[src/rtl/rosc_entropy_collector.sv]
// rosc_entropy_collector
//   Consumer side of the ring-oscillator entropy sources. It drives fixed
//   operands into the oscillator array and brings the raw dout bits into the
//   clk domain through a two-flop synchronizer. Every SAMPLE_CYCLES it samples
//   the XOR-fold of the synchronized bits and packs the samples into
//   DATA_WIDTH-bit words. Each word is handed downstream over a valid/ack
//   handshake.
//
//   Ports:
//     clk           system clock
//     reset         synchronous, active-high reset
//     enable        collection enable
//     rosc_dout     raw oscillator outputs, asynchronous to clk
//     op_a, op_b    operands to all oscillators (0xAA.. and its complement)
//     entropy_data  collected word, stable while entropy_valid=1
//     entropy_valid entropy_data holds a complete word
//     entropy_ack   consumer accepts the word
//
//   Build option: define ROSC_VN_DEBIAS_EN to enable von Neumann debiasing.
//   Samples are then consumed in pairs, and only unequal pairs contribute a
//   bit.
//
//   state   | meaning
//   --------+-------------------------------------------------------
//   IDLE    | counters and shift register held at 0, wait for enable
//   COLLECT | sampling every SAMPLE_CYCLES, shifting bits into word
//   FULL    | word presented, sampling frozen until ack

module rosc_entropy_collector #(
    parameter int NUM_ROSC      = 32,
    parameter int OP_WIDTH      = 8,
    parameter int SAMPLE_CYCLES = 16,
    parameter int DATA_WIDTH    = 32
) (
    input  logic                  clk,
    input  logic                  reset,
    input  logic                  enable,
    input  logic [NUM_ROSC-1:0]   rosc_dout,
    output logic [OP_WIDTH-1:0]   op_a,
    output logic [OP_WIDTH-1:0]   op_b,
    output logic [DATA_WIDTH-1:0] entropy_data,
    output logic                  entropy_valid,
    input  logic                  entropy_ack
);

    localparam int CTR_W = $clog2(SAMPLE_CYCLES);
    localparam int BIT_W = $clog2(DATA_WIDTH);
    localparam logic [CTR_W-1:0] LAST_SAMPLE = CTR_W'(SAMPLE_CYCLES - 1);
    localparam logic [BIT_W-1:0] LAST_BIT    = BIT_W'(DATA_WIDTH - 1);

    // 0xAA.. pattern: odd bit positions set, LSB clear.
    function automatic logic [OP_WIDTH-1:0] alt_pattern();
        logic [OP_WIDTH-1:0] p;
        for (int i = 0; i < OP_WIDTH; i++) begin
            p[i] = ((i % 2) == 1);
        end
        return p;
    endfunction

    localparam logic [OP_WIDTH-1:0] OP_A_INIT = alt_pattern();

    typedef enum logic [1:0] {
        ST_IDLE,
        ST_COLLECT,
        ST_FULL
    } state_t;

    state_t                state_q;
    logic [CTR_W-1:0]      sample_ctr_q;
    logic [CTR_W-1:0]      sample_ctr_d;
    logic [BIT_W-1:0]      bit_ctr_q;
    logic [DATA_WIDTH-1:0] shift_q;
    logic [DATA_WIDTH-1:0] shift_d;
    logic [DATA_WIDTH-1:0] data_q;
    logic                  valid_q;
    logic [OP_WIDTH-1:0]   op_a_q;
    logic [OP_WIDTH-1:0]   op_b_q;
    logic [NUM_ROSC-1:0]   sync1_q;
    logic [NUM_ROSC-1:0]   sync2_q;

    logic sample_bit;
    logic sample_tick;
    logic take_bit;
    logic take_val;

    assign sample_bit   = ^sync2_q;
    assign sample_tick  = (state_q == ST_COLLECT) && (sample_ctr_q == LAST_SAMPLE);
    assign sample_ctr_d = (sample_ctr_q == LAST_SAMPLE) ? '0 : sample_ctr_q + CTR_W'(1);

`ifdef ROSC_VN_DEBIAS_EN
    logic pair_q;   // 1 = the first sample of a pair is held in first_q
    logic first_q;

    // Only an unequal pair produces a bit, and that bit is the first sample.
    assign take_bit = sample_tick && pair_q && (first_q != sample_bit);
    assign take_val = first_q;
`else
    assign take_bit = sample_tick;
    assign take_val = sample_bit;
`endif

    assign shift_d = {shift_q[DATA_WIDTH-2:0], take_val};

    always_ff @(posedge clk) begin
        if (reset) begin
            state_q      <= ST_IDLE;
            sample_ctr_q <= '0;
            bit_ctr_q    <= '0;
            shift_q      <= '0;
            data_q       <= '0;
            valid_q      <= 1'b0;
            sync1_q      <= '0;
            sync2_q      <= '0;
            op_a_q       <= OP_A_INIT;
            op_b_q       <= ~OP_A_INIT;
`ifdef ROSC_VN_DEBIAS_EN
            pair_q       <= 1'b0;
            first_q      <= 1'b0;
`endif
        end else begin
            sync1_q <= rosc_dout;
            sync2_q <= sync1_q;

            case (state_q)
                ST_IDLE: begin
                    sample_ctr_q <= '0;
                    bit_ctr_q    <= '0;
                    shift_q      <= '0;
`ifdef ROSC_VN_DEBIAS_EN
                    pair_q       <= 1'b0;
`endif
                    if (enable) begin
                        state_q <= ST_COLLECT;
                    end
                end

                ST_COLLECT: begin
                    if (!enable) begin
                        state_q      <= ST_IDLE;
                        sample_ctr_q <= '0;
                        bit_ctr_q    <= '0;
                        shift_q      <= '0;
`ifdef ROSC_VN_DEBIAS_EN
                        pair_q       <= 1'b0;
`endif
                    end else begin
                        sample_ctr_q <= sample_ctr_d;
`ifdef ROSC_VN_DEBIAS_EN
                        if (sample_tick) begin
                            pair_q <= ~pair_q;
                            if (!pair_q) begin
                                first_q <= sample_bit;
                            end
                        end
`endif
                        if (take_bit) begin
                            if (bit_ctr_q == LAST_BIT) begin
                                data_q    <= shift_d;
                                valid_q   <= 1'b1;
                                bit_ctr_q <= '0;
                                shift_q   <= shift_d;
                                state_q   <= ST_FULL;
                            end else begin
                                shift_q   <= shift_d;
                                bit_ctr_q <= bit_ctr_q + BIT_W'(1);
                            end
                        end
                    end
                end

                ST_FULL: begin
                    if (entropy_ack) begin
                        valid_q      <= 1'b0;
                        sample_ctr_q <= '0;
                        shift_q      <= '0;
`ifdef ROSC_VN_DEBIAS_EN
                        pair_q       <= 1'b0;
`endif
                        state_q      <= enable ? ST_COLLECT : ST_IDLE;
                    end
                end

                default: begin
                    state_q <= ST_IDLE;
                end
            endcase
        end
    end

    assign op_a          = op_a_q;
    assign op_b          = op_b_q;
    assign entropy_data  = data_q;
    assign entropy_valid = valid_q;

endmodule

[config.mk]
export PLATFORM = sky130hd
export DESIGN_NAME = rosc_entropy_collector
export DESIGN_NICKNAME = d
export VERILOG_FILES = /design/src/rtl/rosc_entropy_collector.sv
export SDC_FILE = /design/constraint.sdc
export NUM_CORES = 1
export LEC_CHECK = 0
export BUFFER_PORTS_ARGS = -buffer_cell sky130_fd_sc_hd__buf_2
export CORE_ASPECT_RATIO = 0.75
export CORE_UTILIZATION = 30
export CTS_BUF_LIST = sky130_fd_sc_hd__clkbuf_16
export DETAILED_ROUTE_END_ITERATION = 6
export SYNTH_ARGS = -nofsm -noshare
export SYNTH_HDL_FRONTEND = slang
export SYNTH_SLANG_ARGS = --single-unit
[constraint.sdc]
create_clock -name clk -period 3.3 [get_ports clk]
set_input_delay 0 -clock clk [delete_from_list [all_inputs] [get_ports clk]]
set_output_delay 0 -clock clk [all_outputs]
set_load 0.01 [all_outputs]
==> qor.yml <==
antenna_cells: 0
final.setup.tns_ns: 0
cts_tree: "done"
nets: 602
path_class: "reg2reg"
io_buffers: 68
maxSlewViolCount: 0
rows: 39
p_total_mw: 4.02
postSynth.asyncResetShare: 0
globalplace.congestion: 0.729
post_synth_num_cell_types: 35
ant_nets: 0
synth_seq_area_share: 0.588
drive_gt1_frac: 0.181
grt_pass1_wl_mm: 14.2
worst_path_max_delay_cell: "and2_1"
power.density_nw_per_um2: 651
finClkSkew_ns: 0.00572
cp-start-kind: "flop"
grt_max_degree: 111
fp.dieW_um: 147
drtIter0Drc: 130
crit_path_max_fanout: 18
syn2layout_area_growth_pct: 30.4
clock_latency_ns: 0.41
wl_per_cell_um: 10.7
clockRootBuffer: "clkbuf_16"
crit_required_ns: 3.62
rsz0062_at_grt: "no"
vdd.ir_drop.worst_v: 0.000440
setup_viol: 0
grt_pass1_vias: 3149
hp-class: "in2reg"
ioPinCount: 85
cts_buffers: 17
synth_edf_count: 0
synthFlopType: "dfxtp_1"
ctsResizeCount: 0
routed_wl_mm: 8.32
hpwl_mm: 5.22
synth_area_um2: 4730
crit_path_end_kind: "flop"
clock_sinks: 139
via_per_inst: 4.19
clkSlewWorstSetupHoldPaths_ns: 0.05
post_dp_cell_area_um2: 5170
status: "finished clean"
fin_area_um2: 6170
start_util: 0.309
synth_warnings: 0
fin_crit_sh: 0.706
grt_antenna_before_repair: 0
fin_crit_ns: 2.33
synth_cells: 467
htree_levels: 4
clock.fmax_ghz: 0.429
synth.most_common_cell: "dfxtp_1"
path_common_cell: "nor2_1"
synth_top_area_share: 0.588
cts_buffer_depth: 2
firstDrtPassIters: 5
yosys.area.top_type: "dfxtp_1"
worstPathArrival_ns: 2.65
tightest_slew_ns: 1.05
critPathMaxStageDelay_ns: 0.59
overflow: 0
fp.dieH_um: 111
hold_violations: 0
synth_area_leaders: "dfxtp_1 59%, nor2b_1 8.5%, nand2_1 5.6%"
coreArea_um2: 15300
die-area_um2: 16300
ys_ff_latch: 139
maxCapViolations: 0
vias: 3261
p_leak_nw: 2.49
track_usage: 0.112
avgSynthCellArea_um2: 10.1
drc: 0
crit_path_cell_trace: "ha_1 > nand3_1 > nor2_1 > and2_1 > buf_4 > nor2_1 > a211oi_1"
synth_common_cells: "139 x dfxtp_1, 71 x nand2_1, 64 x nor2b_1"
maxSlewHeadroom: 0.299
[report_power, final]
| part | internal, mW | total [mW] | switching (mW) |
|---|---|---|---|
| clock | 1.40 | 2.08 | 0.674 |
| combinational | 0.108 | 0.213 | 0.105 |
| sequential | 1.72 | 1.73 | 0.0110 |
| total | 3.23 | 4.02 | 0.790 |
[repair_timing]
action | CTS | global route
hold endpoints to repair | 35 | 0
hold buffers | 34 | 0
setup buffers | 0 | 0
[cell usage in the layout, fill, tap and decap left out, drive strengths merged]
cell type / count
a211oi: 1
a21oi: 39
a22o: 30
a311oi: 1
a31o: 1
a31oi: 2
a32oi: 1
and2: 2
and3: 1
and3b: 1
buf: 71
bufinv: 6
clkbuf: 17
clkinv: 4
clkinvlp: 2
conb: 16
dfxtp: 139
dlygate4sd3: 34
ha: 4
inv: 3
nand2: 72
nand3: 4
nand4: 1
nor2: 13
nor2b: 64
nor3: 2
nor3b: 2
o21ai: 4
o41ai: 1
or2: 1
or3: 2
or3b: 1
xnor2: 28
xor2: 4
[sequential cells by signal, indices dropped and copies added, names as in the netlist]
register	cells
state_q	2
entropy_data	32
bit_ctr_q	5
entropy_valid	1
sample_ctr_q	4
sync2_q	32
sync1_q	32
shift_q	31
[worst paths after layout]
check / endpoint / slack, ns / cells after the start / start
worst max register to register: entropy_data[0] / 0.97 / 7 / sample_ctr_q[0]
worst max-delay path: entropy_data[0] / 0.97 / 7 / sample_ctr_q[0]
worst min-delay path: sample_ctr_q[1] / 0.24 / 2 / reset
worst min register to register: sync2_q[20] / 0.43 / 1 / sync1_q[20]
[cell type report]
cell class | count | area (um2)
tap | 205 | 256
timing repair buffer | 105 | 706
sequential | 139 | 2780
multi-input combinational | 298 | 1770
clock buffer | 17 | 425
inverter | 1 | 3.75
clock inverter | 14 | 229
fill | 1489 | 9150
[critical path: cells and delay by family (launching register included)]
kind | cells | cell delay, ns
DFF | 1 | 0.38
buffers and inverters | 1 | 0.32
AOI/OAI and AO/OA | 1 | 0.19
adders and majority gates | 1 | 0.20
and+or+nand+nor | 4 | 1.15
[cells by family (layout without fill, tap and decap cells)]
kind of cell,Yosys count,after routing,synth area share
other,2,16,0.00159
xor gates and xnor gates,32,32,0.0592
buffers and inverters,44,137,0.0518
DFF,139,139,0.588
adders and majority gates,4,4,0.0106
AOI/OAI and AO/OA,80,80,0.113
and+or+nand+nor,166,166,0.176
[layer usage]
| layer | global-route usage | up-vias | wire length, um |
|---|---|---|---|
| met5 | 0 | - | 0 |
| met4 | 0.0454 | 0 | 85 |
| met3 | 0.0486 | 8 | 503 |
| met2 | 0.177 | 78 | 3740 |
| met1 | 0.132 | 1482 | 3990 |
| li1 | - | 1693 | - |
[per-stage QoR]
step	hold WS (ns)	utilization	std cells	setup WS, ns
2_1_floorplan	0.118	-	481	1.44
3_3_place_gp	0.210	0.338	714	1.08
3_5_place_dp	0.212	0.338	714	0.973
4_1_cts	0.249	0.403	779	0.958
5_1_grt	0.304	0.403	779	0.731
6_report	0.242	0.403	779	0.969
Note: power is estimated with default switching activity, not from simulation.
